File: src/rtl/text_glyph_renderer_if.sv
// Memory-side bus of text_glyph_renderer: text buffer read port and font ROM port.
// The renderer drives addresses (master); the buffer/ROM wrapper returns data (slave).
interface text_glyph_renderer_if #(
    parameter int unsigned TEXT_AW = 13
);
    logic [TEXT_AW-1:0] txt_addr;
    logic [15:0]        txt_data;
    logic [10:0]        font_ad;
    logic [7:0]         font_dout;

    modport master (
        output txt_addr,
        output font_ad,
        input  txt_data,
        input  font_dout
    );

    modport slave (
        input  txt_addr,
        input  font_ad,
        output txt_data,
        output font_dout
    );
endinterface

File: src/rtl/text_glyph_renderer.sv
// 8x8 character-cell renderer: text buffer -> font ROM -> CGA palette -> RGB888, 6-cycle latency.
// Optional blinking block cursor is built only when TEXT_CURSOR_EN is defined.
module text_glyph_renderer #(
    parameter int unsigned COLS         = 80,
    parameter int unsigned ROWS         = 60,
    parameter int unsigned TEXT_AW      = 13,
    parameter int unsigned BLINK_FRAMES = 32
) (
    input  logic                    clk,
    input  logic                    rst_n,
    input  logic [9:0]              px_x,
    input  logic [9:0]              px_y,
    input  logic                    de_in,
    input  logic                    hs_in,
    input  logic                    vs_in,
    input  logic [6:0]              cur_col,
    input  logic [5:0]              cur_row,
    input  logic                    cur_en,
    output logic [23:0]             rgb,
    output logic                    de_out,
    output logic                    hs_out,
    output logic                    vs_out,
    text_glyph_renderer_if.master   mem
);

    localparam int unsigned SYNC_DLY = 5;

    if (COLS * ROWS > (64'd1 << TEXT_AW)) begin : g_size_check
        $error("text_glyph_renderer: COLS*ROWS does not fit in TEXT_AW address bits");
    end

    // Per-pixel sideband that travels alongside the font ROM access
    typedef struct packed {
        logic [7:0] attr;
        logic [2:0] gcol;
        logic       hit;
    } cell_t;

    logic [TEXT_AW-1:0] addr_c;
    logic               hit_c;

    logic [TEXT_AW-1:0] txt_addr_q;
    logic [10:0]        font_ad_q;
    logic [2:0]         gcol1, gcol2;
    logic [2:0]         grow1, grow2;
    logic               hit1, hit2;
    cell_t              c3, c4, c5;
    logic [SYNC_DLY-1:0] de_d, hs_d, vs_d;

    logic               pix_bit_c;
    logic [3:0]         index_c;

    assign addr_c = TEXT_AW'(px_y[9:3]) * TEXT_AW'(COLS) + TEXT_AW'(px_x[9:3]);

`ifdef TEXT_CURSOR_EN
    localparam int unsigned BLINK_W = (BLINK_FRAMES > 1) ? $clog2(BLINK_FRAMES) : 1;

    logic [BLINK_W-1:0] frame_cnt;
    logic               blink_phase;
    logic               vs_prev;

    // Frame counter advances on vsync rising edges; phase flips on wrap
    always_ff @(posedge clk or negedge rst_n) begin
        if (!rst_n) begin
            frame_cnt   <= '0;
            blink_phase <= 1'b1;
            vs_prev     <= 1'b0;
        end else begin
            vs_prev <= vs_in;
            if (vs_in && !vs_prev) begin
                if (frame_cnt == BLINK_W'(BLINK_FRAMES - 1)) begin
                    frame_cnt   <= '0;
                    blink_phase <= ~blink_phase;
                end else begin
                    frame_cnt <= frame_cnt + BLINK_W'(1);
                end
            end
        end
    end

    assign hit_c = cur_en && blink_phase
                && (px_x[9:3] == cur_col)
                && (px_y[9:3] == {1'b0, cur_row});
`else
    logic unused_cursor;
    assign unused_cursor = ^{cur_col, cur_row, cur_en, BLINK_FRAMES[0]};
    assign hit_c         = 1'b0;
`endif

    // Address/font pipeline: stage 1 addresses the buffer, stage 3 addresses the ROM
    always_ff @(posedge clk or negedge rst_n) begin
        if (!rst_n) begin
            txt_addr_q <= '0;
            gcol1      <= '0;
            grow1      <= '0;
            hit1       <= 1'b0;
            gcol2      <= '0;
            grow2      <= '0;
            hit2       <= 1'b0;
            font_ad_q  <= '0;
            c3         <= '0;
            c4         <= '0;
            c5         <= '0;
        end else begin
            if (de_in) begin
                txt_addr_q <= addr_c;
            end
            gcol1     <= px_x[2:0];
            grow1     <= px_y[2:0];
            hit1      <= hit_c;
            gcol2     <= gcol1;
            grow2     <= grow1;
            hit2      <= hit1;
            font_ad_q <= {mem.txt_data[7:0], grow2};
            c3        <= '{attr: mem.txt_data[15:8], gcol: gcol2, hit: hit2};
            c4        <= c3;
            c5        <= c4;
        end
    end

    assign mem.txt_addr = txt_addr_q;
    assign mem.font_ad  = font_ad_q;

    // Sync/enable delay line matched to the pixel path
    always_ff @(posedge clk or negedge rst_n) begin
        if (!rst_n) begin
            de_d <= '0;
            hs_d <= '0;
            vs_d <= '0;
        end else begin
            de_d <= {de_d[SYNC_DLY-2:0], de_in};
            hs_d <= {hs_d[SYNC_DLY-2:0], hs_in};
            vs_d <= {vs_d[SYNC_DLY-2:0], vs_in};
        end
    end

    function automatic logic [23:0] cga_color(input logic [3:0] idx);
        logic [23:0] c;
        c = 24'h000000;
        case (idx)
            4'd0:  c = 24'h000000;
            4'd1:  c = 24'h0000AA;
            4'd2:  c = 24'h00AA00;
            4'd3:  c = 24'h00AAAA;
            4'd4:  c = 24'hAA0000;
            4'd5:  c = 24'hAA00AA;
            4'd6:  c = 24'hAA5500;
            4'd7:  c = 24'hAAAAAA;
            4'd8:  c = 24'h555555;
            4'd9:  c = 24'h5555FF;
            4'd10: c = 24'h55FF55;
            4'd11: c = 24'h55FFFF;
            4'd12: c = 24'hFF5555;
            4'd13: c = 24'hFF55FF;
            4'd14: c = 24'hFFFF55;
            4'd15: c = 24'hFFFFFF;
            default: c = 24'h000000;
        endcase
        return c;
    endfunction

    // Bit 7 is the leftmost pixel; the cursor swaps fg/bg by inverting the bit
    assign pix_bit_c = mem.font_dout[3'd7 - c5.gcol];
    assign index_c   = (pix_bit_c ^ c5.hit) ? c5.attr[3:0] : c5.attr[7:4];

    always_ff @(posedge clk or negedge rst_n) begin
        if (!rst_n) begin
            rgb    <= '0;
            de_out <= 1'b0;
            hs_out <= 1'b0;
            vs_out <= 1'b0;
        end else begin
            rgb    <= de_d[SYNC_DLY-1] ? cga_color(index_c) : 24'h000000;
            de_out <= de_d[SYNC_DLY-1];
            hs_out <= hs_d[SYNC_DLY-1];
            vs_out <= vs_d[SYNC_DLY-1];
        end
    end

    logic unused_rows;
    assign unused_rows = ROWS[0];

endmodule
File: src/flat_wrapper.sv
// flat-port wrapper written by rule: the top's interface ports become plain ports
module text_glyph_renderer_flat 
#(
    parameter int unsigned COLS         = 80,
    parameter int unsigned ROWS         = 60,
    parameter int unsigned TEXT_AW      = 13,
    parameter int unsigned BLINK_FRAMES = 32
)
  (clk, rst_n, px_x, px_y, de_in, hs_in, vs_in, cur_col, cur_row, cur_en, rgb, de_out, hs_out, vs_out, mem_txt_addr, mem_font_ad, mem_txt_data, mem_font_dout);
  text_glyph_renderer_if #(.TEXT_AW(TEXT_AW)) mem_i ();
  input  logic clk;
  input  logic rst_n;
  input  logic [9:0] px_x;
  input  logic [9:0] px_y;
  input  logic de_in;
  input  logic hs_in;
  input  logic vs_in;
  input  logic [6:0] cur_col;
  input  logic [5:0] cur_row;
  input  logic cur_en;
  output logic [23:0] rgb;
  output logic de_out;
  output logic hs_out;
  output logic vs_out;
  output wire logic [$bits(mem_i.txt_addr)-1:0] mem_txt_addr;
  output wire logic [$bits(mem_i.font_ad)-1:0] mem_font_ad;
  input wire logic [$bits(mem_i.txt_data)-1:0] mem_txt_data;
  input wire logic [$bits(mem_i.font_dout)-1:0] mem_font_dout;
  assign mem_txt_addr = mem_i.txt_addr;
  assign mem_font_ad = mem_i.font_ad;
  assign mem_i.txt_data = mem_txt_data;
  assign mem_i.font_dout = mem_font_dout;
  text_glyph_renderer #(.COLS(COLS), .ROWS(ROWS), .TEXT_AW(TEXT_AW), .BLINK_FRAMES(BLINK_FRAMES)) u_core (.clk(clk), .rst_n(rst_n), .px_x(px_x), .px_y(px_y), .de_in(de_in), .hs_in(hs_in), .vs_in(vs_in), .cur_col(cur_col), .cur_row(cur_row), .cur_en(cur_en), .rgb(rgb), .de_out(de_out), .hs_out(hs_out), .vs_out(vs_out), .mem(mem_i));
endmodule
File: config.mk
export PLATFORM = sky130hd
export DESIGN_NAME = text_glyph_renderer_flat
export DESIGN_NICKNAME = d
export VERILOG_FILES = /design/src/rtl/text_glyph_renderer_if.sv /design/src/rtl/text_glyph_renderer.sv /design/src/flat_wrapper.sv
export SDC_FILE = /design/constraint.sdc
export NUM_CORES = 1
export LEC_CHECK = 0
export BUFFER_PORTS_ARGS = -buffer_cell sky130_fd_sc_hd__buf_2
export CORE_UTILIZATION = 32
export CTS_CLUSTER_SIZE = 10
export DETAILED_ROUTE_END_ITERATION = 8
export PLACE_DENSITY = 0.61
export SYNTH_ARGS = -nofsm -noshare
export SYNTH_HDL_FRONTEND = slang
export SYNTH_SLANG_ARGS = --single-unit
export TNS_END_PERCENT = 30
File: constraint.sdc
create_clock -name clk -period 4.1 [get_ports clk]
set_clock_uncertainty 0.05 [all_clocks]
set_input_delay 0.205 -clock clk [delete_from_list [all_inputs] [get_ports clk]]
set_output_delay 0.205 -clock clk [all_outputs]
set_load 0.01 [all_outputs]
### Word level (Yosys, flattened, before mapping)

Memory sizes are Yosys's and may differ from the RTL's.
Index checks and enable logic that the tools add are counted.

| storage, ports and cells | value |
|---|---|
| ROM bits | 384 |
| word-level logic and storage cells | 28 |
| output and inout bits | 51 |
| flip-flop bits (word level) | 111 |
| input port bits | 63 |
| memories | 1 |

Memories:

| memory | depth | width | rd ports | clocked after memory_dff | write ports | line | text |
|---|---|---|---|---|---|---|---|
| (name not given) | 16 | 24 | 1 | 0 | 0 | text_glyph_renderer.sv:140 | `case (idx)` |

| cells by class | value |
|---|---|
| order comparisons | 1 |
| $mul | 1 |
| $add $sub $neg | 2 |
| mux-type cells | 4 |

Operators by type and width:

| cell | count |
|---|---|
| 2-to-1 mux 24 bit | 1 |
| adder 13 x 7 -> 13 bit | 1 |
| multiplier 7 x 3 -> 9 bit (second input constant) | 1 |
| less-than comparator 3 x 4 -> 1 bit (second input constant) | 1 |
| 2-to-1 mux 4 bit | 1 |
| binary-select mux 1 bit (select 3 bit) | 1 |
| subtractor 3 bit (first input constant) | 1 |
| 2-to-1 mux 1 bit | 1 |

### Longest topological paths before layout

Gate-level depths: netlist of the first run.
An unclocked memory read counts as a cell.

| depth | value |
|---|---|
| word-level depth | 6 |
| gate-level depth with buffers | 8 |
| gate-level depth less buffers | 8 |

### Worst setup path before layout of the first run

No wires, ideal clock.

| timing | value |
|---|---|
| path type | input to register |
| start | in px_y[4] |
| end | reg u_core.txt_addr_q[12], in the netlist u_core.mem.txt_addr[12] |
| slack | 1,621 ps |
| library setup time | 138 ps |
| stages on the path | 8 |
| data arrival time | 2,291 ps |
| cells stage by stage | ha_1 ha_1 fa_1 a211oi_1 nor2_2 xor2_1 a311oi_1 or4b_1 |

| on the way | value |
|---|---|
| longest elaborated chain between the ends | 2 |

Ends and longest elaborated chain:

| what | line | text |
|---|---|---|
| from (decl) | flat_wrapper.sv:14 | `input logic [9:0] px_y;` |
| multiplier 7 x 3 -> 9 bit | text_glyph_renderer.sv:53 | `assign addr_c = TEXT_AW'(px_y[9:3]) * TEXT_AW'(COLS) + TEXT_AW'(px_x[9:3]);` |
| adder 13 x 7 -> 13 bit | text_glyph_renderer.sv:53 |  |
| to (signal assigned) | text_glyph_renderer.sv:106 | `txt_addr_q <= addr_c;` |
| to (decl) | text_glyph_renderer.sv:42 | `logic [TEXT_AW-1:0] txt_addr_q;` |

Every way passes these cells.
A chain may end at the register's enable or synchronous reset.

### Worst setup path in the final report of the first run

Same ends and word-level chain as after synthesis.

==> key figures, run 1 <==
Run status
  • Status: completed

Floorplan
  • Die height: between 100 and 150 um
  • Core Area: about 9800 um^2
  • Num ports: 114
  • Full die area: ~11000 um^2
  • Initial core utilization: 0.331
  • Overall die width: 103 um
  • Site row count: 36

Routing
  • Total wire length: 5490 um
  • DRT antenna net count: 0
  • WL/cell: roughly 12 um
  • Avg Vias per Cell: 4.24
  • Initial detailed-routing violation count: 31
  • DRT Pass-1 Iters: 4
  • DRC violations left: 0
  • Vias: 1946

Global routing
  • Number of global-route vias before repair: 1888
  • First-pass GRT wire length: 8550 um
  • GRT Residual Overflow: 0
  • Initial antenna violation count: 0
  • Largest net degree at the start of global routing: 93
  • Gr usage total: 0.110

Pwr
  • Seq pwr share: 0.512
  • Max VDD drop: 0.139 mV
  • Sw Pwr: 0.000474 W
  • Switching Share: 0.242
  • Int Power: ~0.0015 W
  • Comb power frac: 0.141
  • Clock power frac: 0.348
  • PwrDens: 461 nW/um^2
  • LEAKAGE: 2.06 nW

CTS
  • CTS tree: yes
  • Clk slew on worst S/H paths: 0.08 ns
  • H-tree Lvls: 3
  • TritonCTS Buffers: 9
  • Skew-Pair Late Insertion Delay: 0.35 ns
  • CTS resizes: 0
  • Number of clock sinks: 92
  • Root buffer cell: clkbuf_8
  • Max clock buf depth: 2

Hold path
  • Kind of path behind the tightest hold check: input pin to asynchronous set/reset pin

Yosys
  • Mapped Cells: 208
  • #FFs+latches synth: 92
  • Yosys warns: 0
  • Post-synthesis sequential area ratio: 0.708
  • Count of cell types in the netlist: 37
  • Mean Syn Cell Area: roughly 16 um^2
  • Post-Syn Area: 3250 um^2
  • Syn nets: approximately 290

Layout
  • Fillcell total: 940
  • Syn-to-layout area delta: 30.4%
  • Diode count: 0
  • Layout cells sized above 1: 0.393
  • Nets: 399
  • Post-Route Utilization: 0.432

Critical path
  • WP data arrival: ~2.6 ns
  • Largest stage delay on the critical path: 0.53 ns
  • Startpoint Class: input pin
  • Worst-path fanout max: 4
  • WP data required: 4.27 ns
  • Critical path's slowest cell: or4b_1
  • Worst setup EP type: flip-flop
  • Worst path cell trace: buf_2 > ha_1 > ha_1 > fa_1 > a211oi_1 > nor2_2 > xor2_1 > a31oi_1 > or4b_1
  • WS Path Type: input pin to flip-flop
  • Crit path top cell by count: ha_1

Timing
  • Period minus WS final: 2.44 ns
  • RSZ-0062 raised after global routing: no
  • Setup TNS: 0 ns
  • Period utilization: 0.595
  • Final setup fails: 0
  • Final worst slack: 1.66 ns
  • Hold slack final: 0.0289 ns
  • Worst-margin pin slew: between 1 and 1.5 ns
  • Max Freq: 0.410 GHz
  • Final Max Slew Viols: 0
  • Hold Fails Final Rpt: 0
  • Worst slew margin: 0.273

Place
  • Routability cong.: 0.696
  • Port Buf Inserts: 99
  • Pre-CTS setup slack: 1.29 ns
  • Dpl hpwl: 3550 um

Job
  • Max-Cap Viols: 0
[path summary, 6_finish.rpt]
path / from / endpoint / slack [ns] / depth (start not counted)
max: px_y[4] / u_core.mem.txt_addr[12] / 1.66 / 9
max in group asynchronous: rst_n / u_core.mem.font_ad[8] / 3.31 / 1
min in group clk: px_x[5] / u_core.mem.txt_addr[2] / 0.03 / 2
min: rst_n / u_core.c5[8] / 0.03 / 1
max reg2reg: u_core.c5[1] / u_core.rgb[22] / 2.39 / 4
min reg2reg: u_core.hs_d[1] / u_core.hs_d[2] / 0.30 / 0
[cell usage in the layout (no fill, tap or decap), types with 3 or more instances in the layout]
master / netlist / layout
mux2_2: 7 / 7
ha_1: 13 / 13
o21ai_0: 4 / 4
clkbuf_8: 0 / 11
dfrtp_1: 92 / 92
xnor2_1: 4 / 4
nor2_1: 9 / 9
nor2b_1: 4 / 4
inv_1: 3 / 3
nand2_1: 7 / 7
a31oi_1: 3 / 3
xor2_1: 3 / 3
a21o_1: 4 / 4
dlygate4sd3_1: 0 / 24
a21oi_1: 4 / 4
a211oi_1: 3 / 3
buf_2: 0 / 98
[metrics by stage]
step	cell area [um^2]	power (W)	instances
5_1_grt	4240	0.00206	459
2_1_floorplan	3250	0.00118	208
6_report	4240	0.00196	459
3_3_place_gp	3770	0.00127	419
4_1_cts	4240	0.00199	459
3_5_place_dp	3770	0.00128	419
[routing by layer]
layer | track usage | vias up | wire length [um]
li1 | - | 915 | -
met1 | 0.122 | 944 | 2280
met2 | 0.188 | 82 | 2840
met3 | 0.0325 | 5 | 347
met4 | 0.0650 | 0 | 21
met5 | 0 | - | 0
[registers in the layout, indices dropped and copies added (netlist names), 3 cells and up]
signal	count
u_core.mem.txt_addr	13
u_core.mem.font_ad	11
u_core.gcol2	3
u_core.c4	11
u_core.de_d	5
u_core.vs_d	5
u_core.grow2	3
u_core.hs_d	5
u_core.c5	11
u_core.rgb	5
u_core.grow1	3
u_core.gcol1	3
u_core.c3	11
[synthesized netlist by cell type (all sizes together)]
library cell,number,area share
clkbuf,1,0.0012
o21ai,4,0.0062
dfrtp,92,0.71
nand2,7,0.0081
xnor2,5,0.016
o2111ai,1,0.0027
a21oi,4,0.0062
xor2,3,0.0081
nor2b,4,0.0077
nor3b,1,0.0023
a21o,4,0.0092
nand2b,1,0.0019
a211oi,4,0.011
mux2i,3,0.013
a311o,2,0.0062
and3,1,0.0019
and2,2,0.0038
mux2,7,0.024
inv,3,0.0035
o211ai,1,0.0023
fa,2,0.012
buf,20,0.045
mux4,2,0.014
nor3,2,0.0031
nor2,10,0.012
a31oi,3,0.0058
ha,13,0.050
or4b,1,0.0031
or3,1,0.0019
o21a,1,0.0023
a311oi,1,0.0027
o21bai,2,0.0046
[critical path, delay by kind of cell]
| kind | cells | cell delay, ns |
|---|---|---|
| xor gates and xnor gates | 1 | 0.27 |
| AOI/OAI and AO/OA | 2 | 0.44 |
| buffers and inverters | 1 | 0.13 |
| and+or+nand+nor | 2 | 0.63 |
| adders and majority gates | 3 | 0.95 |
[kinds of logic after synthesis]
kind of cell	Yosys count	synth area share
AO/OA/AOI/OAI	27	0.0589
XOR/XNOR	8	0.0239
adder cells (fa/ha/maj)	15	0.0623
buffers and inverters	24	0.0496
flip-flops	92	0.708
multiplexers	12	0.0512
AND/OR/NAND/NOR	30	0.0462
[what timing repair did]
item | CTS | global route
setup endpoints to repair | 0 | 0
hold buffers | 24 | 0
buffers inserted | 0 | 0
hold endpoints to repair | 24 | 0
[power groups by stage]
stage	registers (W)	clock network, W	logic (W)
6_report	0.00100	0.000680	0.000275
5_1_grt	0.00101	0.000740	0.000309
4_1_cts	0.00100	0.000705	0.000279
3_5_place_dp	0.00102	0	0.000260
3_3_place_gp	0.00102	0	0.000255
2_1_floorplan	0.00103	0	0.000148
[area by class of cell]
class	count	area [um^2]	area share
tap	133	166	0.0392
inverter	3	11.3	0.00265
multi-input combinational	92	788	0.186
sequential	92	2300	0.543
clock inverter	5	83.8	0.0198
clock buffer	11	151	0.0357
timing repair buffer	123	738	0.174
(Power assumes the default switching activity.)
==> run 2, diff against run 1 <==
--- a/config.mk
+++ b/config.mk
@@ -5,6 +5,7 @@
 export SDC_FILE = /design/constraint.sdc
 export NUM_CORES = 1
 export LEC_CHECK = 0
+export ABC_AREA = 1
 export BUFFER_PORTS_ARGS = -buffer_cell sky130_fd_sc_hd__buf_2
 export CORE_UTILIZATION = 32
 export CTS_CLUSTER_SIZE = 10
==> constraint.sdc (replaced) <==
create_clock -name clk -period 2.48 [get_ports clk]
set_clock_uncertainty 0.05 [all_clocks]
set_input_delay 0.124 -clock clk [delete_from_list [all_inputs] [get_ports clk]]
set_output_delay 0.124 -clock clk [all_outputs]
set_load 0.01 [all_outputs]
==> key figures, run 2 <==
CTS
  • CTS tree: yes
  • CTS Hold Bufs: 30
  • TritonCTS Buffers: 9
  • Post-CTS setup buffers: 0
  • Skew-Pair Late Insertion Delay: approximately 0.35 ns
  • Max clock buf depth: 2
  • Root buffer cell: clkbuf_8
  • Clk slew on worst S/H paths: approximately 0.080 ns
  • H-tree Lvls: 3
  • CTS resizes: 0
  • Number of clock sinks: 92

Critical path
  • Top Family by Delay on Critical Path: adder cells
  • Largest stage delay on the critical path: 0.55 ns
  • WP data required: around 2.7 ns
  • Bufs and invs on worst path: 2
  • WS Path Type: input pin to flip-flop
  • Worst setup EP type: flip-flop
  • Worst-path fanout max: 4
  • WP data arrival: ~2 ns
  • Critical path's slowest cell: fa_1
  • Worst path cell trace: buf_2 > ha_1 > ha_1 > fa_1 > nand2_1 > inv_1 > nand4_1 > nand2_1 > nand2_1 > nor2_1 > nand2_1 > nand3_1 > nand2_1
  • Startpoint Class: input pin
  • Crit path top cell by count: nand2_1

Pwr
  • PwrDens: 696 nW/um^2
  • Max VDD drop: between 0.2 and 0.3 mV
  • LEAKAGE: between 2 and 2.5 nW

Place
  • Port Buf Inserts: 99
  • Pre-CTS setup slack: approximately 0.29 ns
  • Dpl hpwl: about 4000 um
  • Routability cong.: 0.785

Timing
  • Final setup fails: 0
  • Period minus WS final: roughly 1.8 ns
  • Final worst slack: 0.681 ns
  • Worst slew margin: 0.676
  • Hold Fails Final Rpt: 0
  • Setup TNS: 0 ns
  • Max Freq: around 0.56 GHz
  • Period utilization: 0.726
  • Final Max Slew Viols: 0
  • Worst-margin pin slew: approximately 0.49 ns
  • RSZ-0062 raised after global routing: no

Routing
  • Initial detailed-routing violation count: 85
  • Vias: approximately 2200
  • DRC violations left: 0
  • Avg Vias per Cell: 4.02
  • DRT Pass-1 Iters: 3
  • Total wire length: approximately 5600 um
  • DRT antenna net count: 0
  • WL/cell: slightly above 10 um

Global routing
  • Gr usage total: 0.114
  • Number of global-route vias before repair: approximately 2200
  • Met3 Use GR: 0.0268
  • Met2 Usage GRT: 0.208
  • Largest net degree at the start of global routing: 56
  • Initial antenna violation count: 0
  • GR peak layer: met2
  • GRT Residual Overflow: 0
  • Met1 usage: 0.123
  • First-pass GRT wire length: 9750 um

Yosys
  • Synth top area share: 0.679
  • Post-synth top area cell: dfrtp_1
  • Mapped Cells: ~280
  • Top post-synthesis cells by count: dfrtp_1, nand2_1, inv_1
  • Yosys warns: 0
  • Post-synthesis sequential area ratio: 0.679
  • Count of cell types in the netlist: 26
  • Syn nets: 361
  • Post-Syn Area: around 3400 um^2
  • Async set-reset flop share out of synthesis: 1.00
  • Mean Syn Cell Area: 12.0 um^2
  • Synth top area cells: dfrtp_1, nand2_1, ha_1
  • #FFs+latches synth: 92
  • Ys flop type: dfrtp_1
  • Top-count cell post-synth: dfrtp_1
  • EDFF count, synth: 0

Job
  • Max-Cap Viols: 0

Floorplan
  • Initial core utilization: 0.330
  • Site row count: 37
  • Die height: 105 um
  • Full die area: approximately 11000 um^2
  • Core Area: slightly above 10000 um^2
  • Num ports: 114
  • Overall die width: 105 um

Layout
  • Commonest cells after routing, fill and taps aside: buf_2, dfrtp_1, nand2_1
  • Layout cells sized above 1: 0.333
  • Max FFs per register: 13
  • Diode count: 0
  • Nets: 481
  • Fillcell total: around 1000
  • Syn-to-layout area delta: 30.5%
  • Leading cell type in the layout, fill and taps excluded: buf_2

Run status
  • Status: completed

Hold path
  • Kind of path behind the tightest hold check: input pin to flip-flop
[run 2: changes by cell type after synthesis, sizes merged, moves of 4 or more]
| cell | change |
|---|---|
| mux2 | -7 |
| nand2 | +70 |
| a211oi | -4 |
| nand4 | +4 |
| a21o | -4 |
| nand3 | +19 |
| inv | +27 |
| nor2b | -4 |
[run 2: area by class of cell]
class / count / area (um^2) / area share
clock buffers: 10 / 128 / 0.0288
flip-flops and latches: 92 / 2300 / 0.520
repair buffers: 130 / 818 / 0.185
clock inverters: 6 / 71.3 / 0.0161
multi-input cells: 140 / 822 / 0.186
inverters: 30 / 113 / 0.0255
well taps: 136 / 170 / 0.0385
[run 2: power by group]
part	total [W]	switching [W]	internal, W
clock	0.000978	0.000503	0.000474
sequential	0.00164	0.0000422	0.00160
combinational	0.000458	0.000253	0.000205
[run 2: per-layer routing]
| metal | up-vias | share of wire |
|---|---|---|
| met5 | - | 0 |
| met4 | 0 | 0.019 |
| met3 | 10 | 0.052 |
| met2 | 71 | 0.52 |
| met1 | 1003 | 0.41 |
| li1 | 1102 | - |
[run 2: path summary, 6_finish.rpt]
check / from / endpoint / slack, ns / depth (start not counted)
worst max-delay path: px_y[4] / u_core.mem.txt_addr[11] / 0.68 / 13
worst min-delay path: px_x[7] / u_core.mem.txt_addr[4] / 0.1 / 4
worst max register to register: u_core.c5[1] / u_core.rgb[15] / 1.12 / 10
worst min register to register: u_core.gcol2[1] / u_core.c3[2] / 0.30 / 0
max in group asynchronous: rst_n / u_core.mem.txt_addr[11] / 1.51 / 3
min in group asynchronous: rst_n / u_core.de_out / 0.23 / 2
[run 2: worst register-to-register path, stage by stage (launching register included)]
cell and delay, ns:
dfrtp_1 0.43, inv_2 0.10, nand2_1 0.05, nand3_1 0.08, nand3_2 0.14, nand2_4 0.12, nand2_2 0.05, nand2_2 0.07
nand3_1 0.08, nand2_1 0.06, inv_1 0.03
[run 2: metrics by stage]
step           hold WS, ns  std cells   util  power (W)  cell area [um^2]
6_report            0.0955        544  0.430    0.00308              4420
5_1_grt              0.107        544  0.430    0.00327              4420
4_1_cts             0.0739        544  0.430    0.00315              4420
3_5_place_dp        0.0726        498  0.382    0.00210              3930
3_3_place_gp        0.0641        498  0.382    0.00209              3930
2_1_floorplan       -0.222        283      -    0.00194              3390
[run 2: logic make-up after synthesis]
kind of cell    share of synthesized area
xor+xnor                          0.00775
fa+ha+maj                          0.0598
buf+inv                            0.0786
flops                               0.679
simple gates                        0.158
compound gates                     0.0173
